<file path="src/rtl/serial_src_pkg.sv">
// serial_src_pkg
//
// Shared definitions for the serial bit source that feeds the consecutive-ones
// detector: the three-state machine encoding and the default word geometry.
//
// Contents:
//   src_state_e        - IDLE / SHIFT / GAP
//   SRC_WIDTH_DEFAULT  - default bits per word
//   SRC_GAP_DEFAULT    - default number of zero-bit guard cycles after a word

package serial_src_pkg;

  typedef enum logic [1:0] {
    IDLE  = 2'd0,
    SHIFT = 2'd1,
    GAP   = 2'd2
  } src_state_e;

  localparam int SRC_WIDTH_DEFAULT = 8;
  localparam int SRC_GAP_DEFAULT   = 1;

endpackage

</file>
<file path="src/rtl/serial_bit_source.sv">
// serial_bit_source
//
// Accepts parallel words over a valid/ready handshake and shifts them out one
// bit per clock on x. After each word it can insert GAP_CYCLES zero bits so
// that a run of ones never spans two words. While idle x is held low.
//
// Parameters:
//   WIDTH       - bits per word (>= 2)
//   GAP_CYCLES  - zero-bit cycles after each word (0 allows back-to-back words)
//
// Ports:
//   clk         in   rising-edge clock
//   rst         in   asynchronous active-high reset
//   load_valid  in   data_in holds a word to send
//   data_in     in   word to serialize [WIDTH-1:0]
//   load_ready  out  a word can be accepted this cycle
//   x           out  serial data bit, 0 when not shifting
//   x_valid     out  x carries a data bit
//   busy        out  state is SHIFT or GAP
//   done        out  one-cycle pulse on the last data bit of a word
//
// Build option:
//   SERIAL_LSB_FIRST_EN - when defined, bit 0 is sent first and the register
//                         shifts right; otherwise MSB first, shifting left.

module serial_bit_source
  import serial_src_pkg::*;
#(
  parameter int WIDTH      = SRC_WIDTH_DEFAULT,
  parameter int GAP_CYCLES = SRC_GAP_DEFAULT
) (
  input  logic             clk,
  input  logic             rst,
  input  logic             load_valid,
  input  logic [WIDTH-1:0] data_in,
  output logic             load_ready,
  output logic             x,
  output logic             x_valid,
  output logic             busy,
  output logic             done
);

  // The counter must hold both the bit index (WIDTH-1) and the gap length
  // (GAP_CYCLES-1), so it is sized for whichever is larger.
  localparam int CNT_MAX = (WIDTH > GAP_CYCLES + 1) ? WIDTH : GAP_CYCLES + 1;
  localparam int CW      = $clog2(CNT_MAX);

  localparam logic [CW-1:0] BIT_LOAD = CW'(WIDTH - 1);
  localparam logic [CW-1:0] GAP_LOAD = (GAP_CYCLES > 0) ? CW'(GAP_CYCLES - 1) : '0;
  localparam logic [CW-1:0] CNT_ONE  = CW'(1);

  src_state_e       r_state;
  logic [WIDTH-1:0] r_shift;
  logic [CW-1:0]    r_cnt;
  logic             r_x;
  logic             r_xValid;
  logic             r_done;

  logic             w_lastBit;
  logic             w_loadReady;
  logic             w_accept;
  logic             w_firstBit;
  logic [WIDTH-1:0] w_loadRest;
  logic             w_headBit;
  logic [WIDTH-1:0] w_shifted;

  // The first bit of a word goes straight into the x register on the
  // handshake edge, so the shift register only keeps the bits still to come.
  // That is what makes the first bit appear in the cycle right after the
  // handshake.
  always_comb begin
    w_lastBit   = (r_state == SHIFT) && (r_cnt == '0);
    w_loadReady = (r_state == IDLE) || ((GAP_CYCLES == 0) && w_lastBit);
    w_accept    = load_valid && w_loadReady;
`ifdef SERIAL_LSB_FIRST_EN
    w_firstBit  = data_in[0];
    w_loadRest  = data_in >> 1;
    w_headBit   = r_shift[0];
    w_shifted   = r_shift >> 1;
`else
    w_firstBit  = data_in[WIDTH-1];
    w_loadRest  = data_in << 1;
    w_headBit   = r_shift[WIDTH-1];
    w_shifted   = r_shift << 1;
`endif
  end

  // Single state machine carrying the shift register, the shared down-counter
  // and the registered outputs. The counter is only ever reloaded at zero,
  // never decremented past it. done is raised on the edge that presents the
  // last bit, so it lines up with that bit on x.
  always_ff @(posedge clk or posedge rst) begin
    if (rst) begin
      r_state  <= IDLE;
      r_shift  <= '0;
      r_cnt    <= '0;
      r_x      <= 1'b0;
      r_xValid <= 1'b0;
      r_done   <= 1'b0;
    end else begin
      r_done <= 1'b0;
      case (r_state)
        IDLE: begin
          if (w_accept) begin
            r_state  <= SHIFT;
            r_shift  <= w_loadRest;
            r_cnt    <= BIT_LOAD;
            r_x      <= w_firstBit;
            r_xValid <= 1'b1;
          end
        end
        SHIFT: begin
          if (r_cnt != '0) begin
            r_x     <= w_headBit;
            r_shift <= w_shifted;
            r_cnt   <= r_cnt - CNT_ONE;
            r_done  <= (r_cnt == CNT_ONE);
          end else if (GAP_CYCLES > 0) begin
            r_state  <= GAP;
            r_cnt    <= GAP_LOAD;
            r_x      <= 1'b0;
            r_xValid <= 1'b0;
          end else if (w_accept) begin
            // Back-to-back word: the next word's first bit follows directly.
            r_shift  <= w_loadRest;
            r_cnt    <= BIT_LOAD;
            r_x      <= w_firstBit;
            r_xValid <= 1'b1;
          end else begin
            r_state  <= IDLE;
            r_x      <= 1'b0;
            r_xValid <= 1'b0;
          end
        end
        GAP: begin
          if (r_cnt != '0) begin
            r_cnt <= r_cnt - CNT_ONE;
          end else begin
            r_state <= IDLE;
          end
        end
        default: begin
          r_state  <= IDLE;
          r_x      <= 1'b0;
          r_xValid <= 1'b0;
        end
      endcase
    end
  end

  assign load_ready = w_loadReady;
  assign x          = r_x;
  assign x_valid    = r_xValid;
  assign done       = r_done;
  assign busy       = (r_state != IDLE);

endmodule

</file>
<file path="config.mk">
export PLATFORM = sky130hd
export DESIGN_NAME = serial_bit_source
export DESIGN_NICKNAME = d
export VERILOG_FILES = /design/src/rtl/serial_src_pkg.sv /design/src/rtl/serial_bit_source.sv
export SDC_FILE = /design/constraint.sdc
export NUM_CORES = 1
export LEC_CHECK = 0
export ABC_AREA = 1
export CAP_MARGIN = 20
export CORE_ASPECT_RATIO = 1.1
export CORE_UTILIZATION = 51
export DETAILED_ROUTE_END_ITERATION = 7
export PLACE_DENSITY_LB_ADDON = 0.05
export SYNTH_ARGS = -nofsm -noshare
export SYNTH_HDL_FRONTEND = slang
export SYNTH_SLANG_ARGS = --single-unit
</file>
<file path="constraint.sdc">
create_clock -name clk -period 1.8 [get_ports clk]
set_clock_uncertainty 0.1 [all_clocks]
set_input_delay 0.18 -clock clk [delete_from_list [all_inputs] [get_ports clk]]
set_output_delay 0.18 -clock clk [all_outputs]
set_load 0.01 [all_outputs]
</file>
==> impl_results.html, run 1 <==
<table>
<tr><th>Metric</th><th>Value</th></tr>
<tr><th colspan="2">Synth</th></tr>
<tr><td>Biggest area consumer among synthesized cells</td><td>dfrtp_1</td></tr>
<tr><td>Flip-flop and latch count after synthesis</td><td>15</td></tr>
<tr><td>Area of the mapped netlist</td><td>913 um^2</td></tr>
<tr><td>Average cell area after synthesis</td><td>8.62 um^2</td></tr>
<tr><td>Area contributors post-synth</td><td>dfrtp_1 (41%), nand2_1 (12%), ha_1 (9.6%)</td></tr>
<tr><td>Warnings, synthesis</td><td>0</td></tr>
<tr><td>Cells after Synth</td><td>106</td></tr>
<tr><td>Distinct cells, synth</td><td>17</td></tr>
<tr><td>Portion of the post-synthesis area used by sequential elements</td><td>41.1%</td></tr>
<tr><td>Top cell type's share of synthesized area</td><td>41.1%</td></tr>
<tr><td>Net Count, Synth</td><td>124</td></tr>
<tr><th colspan="2">STA</th></tr>
<tr><td>Final worst path period need</td><td>1.64 ns</td></tr>
<tr><td>Smallest setup slack after layout</td><td>0.159 ns</td></tr>
<tr><td>Count of endpoints failing hold in the final timing report</td><td>0</td></tr>
<tr><td>Fin. max-slew vios</td><td>0</td></tr>
<tr><td>Share of the clock period used by the worst path after layout</td><td>91.2%</td></tr>
<tr><td>Tightest Pin Transition</td><td>0.601 ns</td></tr>
<tr><td>Max-slew headroom at the worst pin</td><td>59.9%</td></tr>
<tr><td>Total Neg Setup Slack</td><td>0 ns</td></tr>
<tr><td>Setup repair after global routing missed its margin</td><td>false</td></tr>
<tr><td>Highest achievable clock rate</td><td>0.609 GHz</td></tr>
<tr><td>Final number of setup-violating endpoints</td><td>0</td></tr>
<tr><th colspan="2">Power</th></tr>
<tr><td>Highest ir drop seen on vdd</td><td>0.000953 V</td></tr>
<tr><td>Fraction of power consumed by combinational cells</td><td>61.2%</td></tr>
<tr><td>Proportion of total power due to net switching</td><td>46.0%</td></tr>
<tr><td>Sequential fraction of design power</td><td>29.4%</td></tr>
<tr><td>Int Pwr</td><td>1.11 mW</td></tr>
<tr><td>Relative contribution of the clock network to total power</td><td>9.4%</td></tr>
<tr><td>Static leakage</td><td>0.549 nW</td></tr>
<tr><td>P per Cell Area</td><td>1840 nW/um^2</td></tr>
<tr><td>NetSw</td><td>0.942 mW</td></tr>
<tr><th colspan="2">Cells and area</th></tr>
<tr><td>Net count of the finished layout</td><td>146</td></tr>
<tr><td>Area growth, synth to finish</td><td>21.9%</td></tr>
<tr><td>Final antenna diode count</td><td>0</td></tr>
<tr><td>Proportion of layout cells with a drive suffix above 1</td><td>22.0%</td></tr>
<tr><td>Most common cell after layout, fill and taps aside</td><td>nand2_1</td></tr>
<tr><td>Leading cell types in the layout, fill and taps excluded</td><td>nand2_1 (29), dfrtp_1 (15), clkdlybuf4s50_1 (13), o21ai_0 (10)</td></tr>
<tr><th colspan="2">Floorplan</th></tr>
<tr><td>Core area</td><td>1610 um^2</td></tr>
<tr><td>Number of cell rows</td><td>15</td></tr>
<tr><td>Floorplan die width</td><td>42.4 um</td></tr>
<tr><td>Initial standard-cell utilization of the core</td><td>56.6%</td></tr>
<tr><td>Area enclosed by the die boundary</td><td>1960 um^2</td></tr>
<tr><td>Number of I/O pins</td><td>16</td></tr>
<tr><td>Die Y</td><td>46.4 um</td></tr>
<tr><th colspan="2">Global route</th></tr>
<tr><td>First-pass GRT wire length</td><td>3.14 mm</td></tr>
<tr><td>Vias in the first global route</td><td>714</td></tr>
<tr><td>All-Layer GR Usage</td><td>21.5%</td></tr>
<tr><td>Overflow left after global routing</td><td>0</td></tr>
<tr><td>Largest net degree at the start of global routing</td><td>16</td></tr>
<tr><td>Number of antenna violations at the first check in global routing</td><td>0</td></tr>
<tr><th colspan="2">Routing</th></tr>
<tr><td>First DRT Iteration DRCs</td><td>19</td></tr>
<tr><td>Number of vias per cell</td><td>5.06</td></tr>
<tr><td>Antenna-violating nets left</td><td>0</td></tr>
<tr><td>Total routed wirelength</td><td>1.78 mm</td></tr>
<tr><td>Vias</td><td>729</td></tr>
<tr><td>Drt drc</td><td>0</td></tr>
<tr><td>Final routed wire length divided by cell count</td><td>12.3 um</td></tr>
<tr><td>Number of detailed-routing iterations run before antenna repair</td><td>4</td></tr>
<tr><th colspan="2">Place</th></tr>
<tr><td>Worst setup slack before clock tree synthesis</td><td>0.137 ns</td></tr>
<tr><td>DPL Wire Length</td><td>1.26 mm</td></tr>
<tr><td>Number of port buffers</td><td>15</td></tr>
<tr><td>Final RePlAce weighted congestion</td><td>0.792</td></tr>
<tr><th colspan="2">Worst setup path</th></tr>
<tr><td>Setup slack, reg-to-reg</td><td>0.16 ns</td></tr>
<tr><td>Capturing element type of the critical path</td><td>primary output</td></tr>
<tr><td>CP Launch Type</td><td>flop</td></tr>
<tr><td>Endpoint of the worst-slack reg-to-reg timing path</td><td>r_shift[6]</td></tr>
<tr><td>Peak fanout along the critical path</td><td>4</td></tr>
<tr><td>Reg-to-Reg Start</td><td>r_state[0]</td></tr>
<tr><td>Depth of the most critical reg-to-reg path</td><td>6</td></tr>
<tr><td>Worst path arrival time</td><td>1.36 ns</td></tr>
<tr><td>Start-to-end type of the worst setup path</td><td>reg -&gt; out</td></tr>
<tr><td>Required time reported for the critical path endpoint</td><td>1.52 ns</td></tr>
<tr><th colspan="2">Clock tree</th></tr>
<tr><td>TritonCTS Buffers</td><td>3</td></tr>
<tr><td>CTS sink cnt</td><td>15</td></tr>
<tr><td>Largest buffer count on any clock path</td><td>2</td></tr>
<tr><td>Clock tree from TritonCTS</td><td>yes</td></tr>
<tr><td>Clock transition at path regs</td><td>0.09 ns</td></tr>
<tr><td>Worst-Skew Late Latency</td><td>0.28 ns</td></tr>
<tr><td>H-tree level count</td><td>1</td></tr>
<tr><td>Buffer cell driving the clock tree root</td><td>clkbuf_4</td></tr>
<tr><th colspan="2">Hold path</th></tr>
<tr><td>Path type of the worst min-delay path</td><td>in -&gt; async</td></tr>
<tr><th colspan="2">Job</th></tr>
<tr><td>Number of max-cap violations</td><td>0</td></tr>
<tr><th colspan="2">Status</th></tr>
<tr><td>Outcome</td><td>completed</td></tr>
</table>
[flip-flops by register name, indices dropped and copies added (netlist names)]
signal and flops:
r_cnt 3, x_valid 1, done 1, x 1, r_state 2, r_shift 7
[power by group through the flow]
stage	Combinational (mW)	Sequential [mW]	Clock (mW)
after detailed placement	1.21	0.621	0
after CTS	1.25	0.603	0.202
final	1.25	0.603	0.192
after global routing	1.43	0.622	0.206
after floorplan	0.977	0.608	0
after global placement	1.19	0.614	0
[worst max-delay path by stage]
| stage | slack (ns) | cells after the start | to | start |
|---|---|---|---|---|
| after floorplan | 0.30 | 8 | r_shift[7] | r_state[0] |
| after global placement | 0.14 | 4 | busy | r_state[0] |
| after detailed placement | 0.14 | 4 | busy | r_state[0] |
| after CTS | 0.16 | 6 | r_shift[6] | r_state[0] |
| after global routing | 0.07 | 6 | r_shift[4] | r_state[0] |
| final | 0.16 | 4 | busy | r_state[1] |
[cell families (layout without fill, tap and decap cells)]
group | Yosys count | count (layout) | share of synthesized area, %
simple gates | 51 | 51 | 27.3
compound gates | 18 | 18 | 13.2
buf+inv | 14 | 35 | 7.95
fa+ha+maj | 7 | 7 | 9.59
flops | 15 | 15 | 41.1
xor+xnor | 1 | 1 | 0.959
[per-layer routing]
metal,vias up,GRT usage [%],share of wire [%]
li1,375,-,-
met1,340,25.4,46
met2,12,40.0,50
met3,2,2.35,2.3
met4,0,9.38,0.90
met5,-,0,0
[stage by stage]
step,util (%),power (mW),area (um^2),hold WS (ns),instances
2_1_floorplan,-,1.58,913,-0.0185,106
3_3_place_gp,66.4,1.80,1070,0.362,138
3_5_place_dp,66.4,1.84,1070,0.364,138
4_1_cts,69.0,2.06,1110,0.175,144
5_1_grt,69.0,2.26,1110,0.224,144
6_report,69.0,2.05,1110,0.161,144
[layout make-up]
| cell class | instances | area, um^2 |
|---|---|---|
| inverters | 12 | 45.0 |
| multi-input cells | 77 | 468 |
| flip-flops and latches | 15 | 375 |
| clock buffers | 4 | 26.3 |
| repair buffers | 19 | 178 |
| fillers | 147 | 500 |
| well taps | 17 | 21.3 |
[worst max-delay path, cell delays in order (launching register included)]
cell           delay, ns
dfrtp_1             0.39
inv_1               0.10
ha_2                0.23
inv_2               0.08
dlygate4sd2_1       0.28
[cell usage after synthesis (all sizes together)]
cell   count
or2        6
nand3      4
ha         7
inv       12
nor2       7
dfrtp     15
nand2     34
buf        2
xor2       1
o21ai     18
[what timing repair did]
item | CTS | global route
setup endpoints to repair | 2 | 0
endpoints found under the hold margin | 0 | 0
hold buffers | 0 | 0
gates resized for setup | 3 | 0
buffers inserted | 2 | 0
No activity file was read; power rests on OpenSTA's default activity.
==> run 2: changes to the inputs <==
- CORE_UTILIZATION: 51 -> 35
- SLEW_MARGIN: unset -> 0
==> impl_results.html, run 2 (synthesized netlist as in run 1, its figures left out) <==
<table>
<tr><th>Metric</th><th>Value</th></tr>
<tr><th colspan="2">Status</th></tr>
<tr><td>Outcome</td><td>completed</td></tr>
<tr><th colspan="2">Clock tree</th></tr>
<tr><td>Worst-Skew Late Latency</td><td>0.28 ns (about the same)</td></tr>
<tr><td>Clock tree from TritonCTS</td><td>yes</td></tr>
<tr><td>Largest buffer count on any clock path</td><td>2 (unchanged)</td></tr>
<tr><td>Clock transition at path regs</td><td>0.09 ns (about the same)</td></tr>
<tr><td>H-tree level count</td><td>1 (unchanged)</td></tr>
<tr><td>Buffer cell driving the clock tree root</td><td>clkbuf_4</td></tr>
<tr><td>TritonCTS Buffers</td><td>3 (unchanged)</td></tr>
<tr><td>Hold Buf Count CTS</td><td>0 (unchanged)</td></tr>
<tr><td>CTS sink cnt</td><td>15 (unchanged)</td></tr>
<tr><th colspan="2">Place</th></tr>
<tr><td>DPL Wire Length</td><td>1.31 mm (+4.0%)</td></tr>
<tr><td>Placed Cells incl. Taps</td><td>153 (+11%)</td></tr>
<tr><td>Number of port buffers</td><td>15 (unchanged)</td></tr>
<tr><td>Dpl cell area</td><td>1100 um^2 (+2.3%)</td></tr>
<tr><td>Final RePlAce weighted congestion</td><td>0.807 (+2.0%)</td></tr>
<tr><th colspan="2">Routing</th></tr>
<tr><td>Number of vias per cell</td><td>4.65 (-8.2%)</td></tr>
<tr><td>Total routed wirelength</td><td>1.74 mm (-2.3%)</td></tr>
<tr><td>First DRT Iteration DRCs</td><td>13 (-6)</td></tr>
<tr><td>Drt drc</td><td>0 (unchanged)</td></tr>
<tr><td>Number of detailed-routing iterations run before antenna repair</td><td>4 (unchanged)</td></tr>
<tr><td>Final routed wire length divided by cell count</td><td>10.9 um (-11%)</td></tr>
<tr><td>Vias</td><td>739 (+1.4%)</td></tr>
<tr><td>Antenna-violating nets left</td><td>0 (unchanged)</td></tr>
<tr><th colspan="2">Worst setup path</th></tr>
<tr><td>Depth of the most critical reg-to-reg path</td><td>6 (unchanged)</td></tr>
<tr><td>Required time reported for the critical path endpoint</td><td>1.52 ns (about the same)</td></tr>
<tr><td>Capturing element type of the critical path</td><td>primary output</td></tr>
<tr><td>Peak fanout along the critical path</td><td>4 (unchanged)</td></tr>
<tr><td>Start-to-end type of the worst setup path</td><td>reg -&gt; out</td></tr>
<tr><td>CP Launch Type</td><td>flop</td></tr>
<tr><td>Setup slack, reg-to-reg</td><td>0.19 ns (+0.03 ns)</td></tr>
<tr><td>Endpoint of the worst-slack reg-to-reg timing path</td><td>r_shift[6]</td></tr>
<tr><td>Critical Path Sink</td><td>busy</td></tr>
<tr><td>Reg-to-Reg Start</td><td>r_state[0]</td></tr>
<tr><td>Worst path arrival time</td><td>1.36 ns (about the same)</td></tr>
<tr><td>Beginning of the critical path</td><td>r_state[1]</td></tr>
<tr><th colspan="2">Power</th></tr>
<tr><td>Static leakage</td><td>0.558 nW (+1.6%)</td></tr>
<tr><td>P per Cell Area</td><td>1790 nW/um^2 (-2.6%)</td></tr>
<tr><td>Proportion of total power due to net switching</td><td>46.2% (+0.24 points)</td></tr>
<tr><td>Sequential fraction of design power</td><td>29.4% (about the same)</td></tr>
<tr><td>Int Pwr</td><td>1.10 mW (-0.98%)</td></tr>
<tr><td>Relative contribution of the clock network to total power</td><td>9.7% (+0.3 points)</td></tr>
<tr><td>Highest ir drop seen on vdd</td><td>0.000854 V (-10%)</td></tr>
<tr><td>Fraction of power consumed by combinational cells</td><td>60.9% (-0.3 points)</td></tr>
<tr><td>NetSw</td><td>0.941 mW (about the same)</td></tr>
<tr><th colspan="2">Cells and area</th></tr>
<tr><td>Most flops, register</td><td>r_shift</td></tr>
<tr><td>Net count of the finished layout</td><td>147 (+0.68%)</td></tr>
<tr><td>Proportion of layout cells with a drive suffix above 1</td><td>22.7% (+0.61 points)</td></tr>
<tr><td>Final std cells w/o fill</td><td>159 (+10%)</td></tr>
<tr><td>Most common cell after layout, fill and taps aside</td><td>nand2_1</td></tr>
<tr><td>Leading cell types in the layout, fill and taps excluded</td><td>nand2_1 (29), dfrtp_1 (15), clkdlybuf4s50_1 (13), o21ai_0 (10)</td></tr>
<tr><td>Registers with the most flip-flops</td><td>r_shift (7), r_cnt (3), r_state (2)</td></tr>
<tr><td>Flip-flop count of the largest register after layout</td><td>7 (unchanged)</td></tr>
<tr><td>Area growth, synth to finish</td><td>24.5%</td></tr>
<tr><td>Final antenna diode count</td><td>0 (unchanged)</td></tr>
<tr><td>Final Cell Area</td><td>1140 um^2 (+2.1%)</td></tr>
<tr><th colspan="2">Global route</th></tr>
<tr><td>All-Layer GR Usage</td><td>14.4% (-7.2 points)</td></tr>
<tr><td>Number of antenna violations at the first check in global routing</td><td>0 (unchanged)</td></tr>
<tr><td>Fraction of met3 tracks used by global routing</td><td>1.64% (-0.71 points)</td></tr>
<tr><td>Vias in the first global route</td><td>709 (-0.70%)</td></tr>
<tr><td>Overflow left after global routing</td><td>0 (unchanged)</td></tr>
<tr><td>Largest net degree at the start of global routing</td><td>16 (unchanged)</td></tr>
<tr><td>GR met2 Demand/Resource</td><td>22.3% (-18 points)</td></tr>
<tr><td>First-pass GRT wire length</td><td>3.09 mm (-1.5%)</td></tr>
<tr><td>Routing layer with the top usage in global route</td><td>met2</td></tr>
<tr><td>Met1 usage</td><td>19.6% (-5.8 points)</td></tr>
<tr><th colspan="2">STA</th></tr>
<tr><td>Highest achievable clock rate</td><td>0.609 GHz (about the same)</td></tr>
<tr><td>Count of endpoints failing hold in the final timing report</td><td>0 (unchanged)</td></tr>
<tr><td>Final worst path period need</td><td>1.64 ns (+0.000469 ns)</td></tr>
<tr><td>Final number of setup-violating endpoints</td><td>0 (unchanged)</td></tr>
<tr><td>Fin. max-slew vios</td><td>0 (unchanged)</td></tr>
<tr><td>Setup repair after global routing missed its margin</td><td>false</td></tr>
<tr><td>Max-slew headroom at the worst pin</td><td>83.3% (+23 points)</td></tr>
<tr><td>Tightest Pin Transition</td><td>0.251 ns (-0.351 ns)</td></tr>
<tr><td>Final-layout worst hold slack</td><td>0.0912 ns (-0.0696 ns)</td></tr>
<tr><td>Total Neg Setup Slack</td><td>0 ns (unchanged)</td></tr>
<tr><td>Share of the clock period used by the worst path after layout</td><td>91.2% (about the same)</td></tr>
<tr><th colspan="2">Hold path</th></tr>
<tr><td>Path type of the worst min-delay path</td><td>in -&gt; async</td></tr>
<tr><th colspan="2">Floorplan</th></tr>
<tr><td>Initial standard-cell utilization of the core</td><td>36.6% (-20 points)</td></tr>
<tr><td>Area enclosed by the die boundary</td><td>2820 um^2 (+43%)</td></tr>
<tr><td>Floorplan die width</td><td>50.7 um (+20%)</td></tr>
<tr><td>Core area</td><td>2500 um^2 (+55%)</td></tr>
<tr><td>Die Y</td><td>55.6 um (+20%)</td></tr>
<tr><td>Number of cell rows</td><td>19 (+4)</td></tr>
<tr><td>Number of I/O pins</td><td>16 (unchanged)</td></tr>
<tr><th colspan="2">Job</th></tr>
<tr><td>Number of max-cap violations</td><td>0 (unchanged)</td></tr>
</table>
-- run 2: changes by cell type in the layout (fill, tap and decap cells not counted), sizes merged --
cell,previous run,this run
buf,4,5
clkinv,0,1
clkbuf,4,3
-- run 2: power by group through the flow --
stage / registers [mW] / clock network (mW) / logic [mW]
after floorplan: 0.608 / 0 / 0.977
after global placement: 0.611 / 0 / 1.24
after detailed placement: 0.618 / 0 / 1.23
after CTS: 0.599 / 0.201 / 1.26
after global routing: 0.621 / 0.217 / 1.41
final: 0.599 / 0.197 / 1.24
-- run 2: timing repair --
action                     4_1_cts  5_1_grt
buffers inserted                 2        0
resized for setup                2        0
setup endpoints to repair        2        0
-- run 2: worst max-delay path, cell delays in order, from the launching register on --
cell and delay, ns:
dfrtp_1 0.40, inv_1 0.08, ha_1 0.22, inv_2 0.08, dlygate4sd2_1 0.28
-- run 2: stage by stage --
stage               setup slack, ns  total power [mW]  util (%)
global route                 0.0639              2.25      45.6
finish                        0.159              2.04      45.6
floorplan                     0.298              1.58         -
CTS                           0.151              2.06      45.6
detailed placement            0.167              1.85      44.0
global placement              0.194              1.85      44.0
-- run 2: worst min-delay path by stage --
| stage | end |
|---|---|
| 3_5_place_dp | r_shift[3] |
| 3_3_place_gp | r_shift[3] |
| 4_1_cts | r_shift[2] |
| 6_report | r_cnt[0] |
| 2_1_floorplan | done |
| 5_1_grt | r_shift[2] |
-- run 2: area by class of cell --
cell class / count / area (um^2)
clock buffers: 3 / 22.5
clock inverters: 1 / 5.00
fillers: 258 / 1360
inverters: 12 / 45.0
multi-input cells: 77 / 465
flip-flops and latches: 15 / 375
well taps: 31 / 38.8
repair buffers: 20 / 185
-- run 2: metal layers --
layer	vias to the layer above	routed length, um
li1	374	-
met2	10	843
met1	351	816
met4	0	26
met3	4	51
met5	-	0
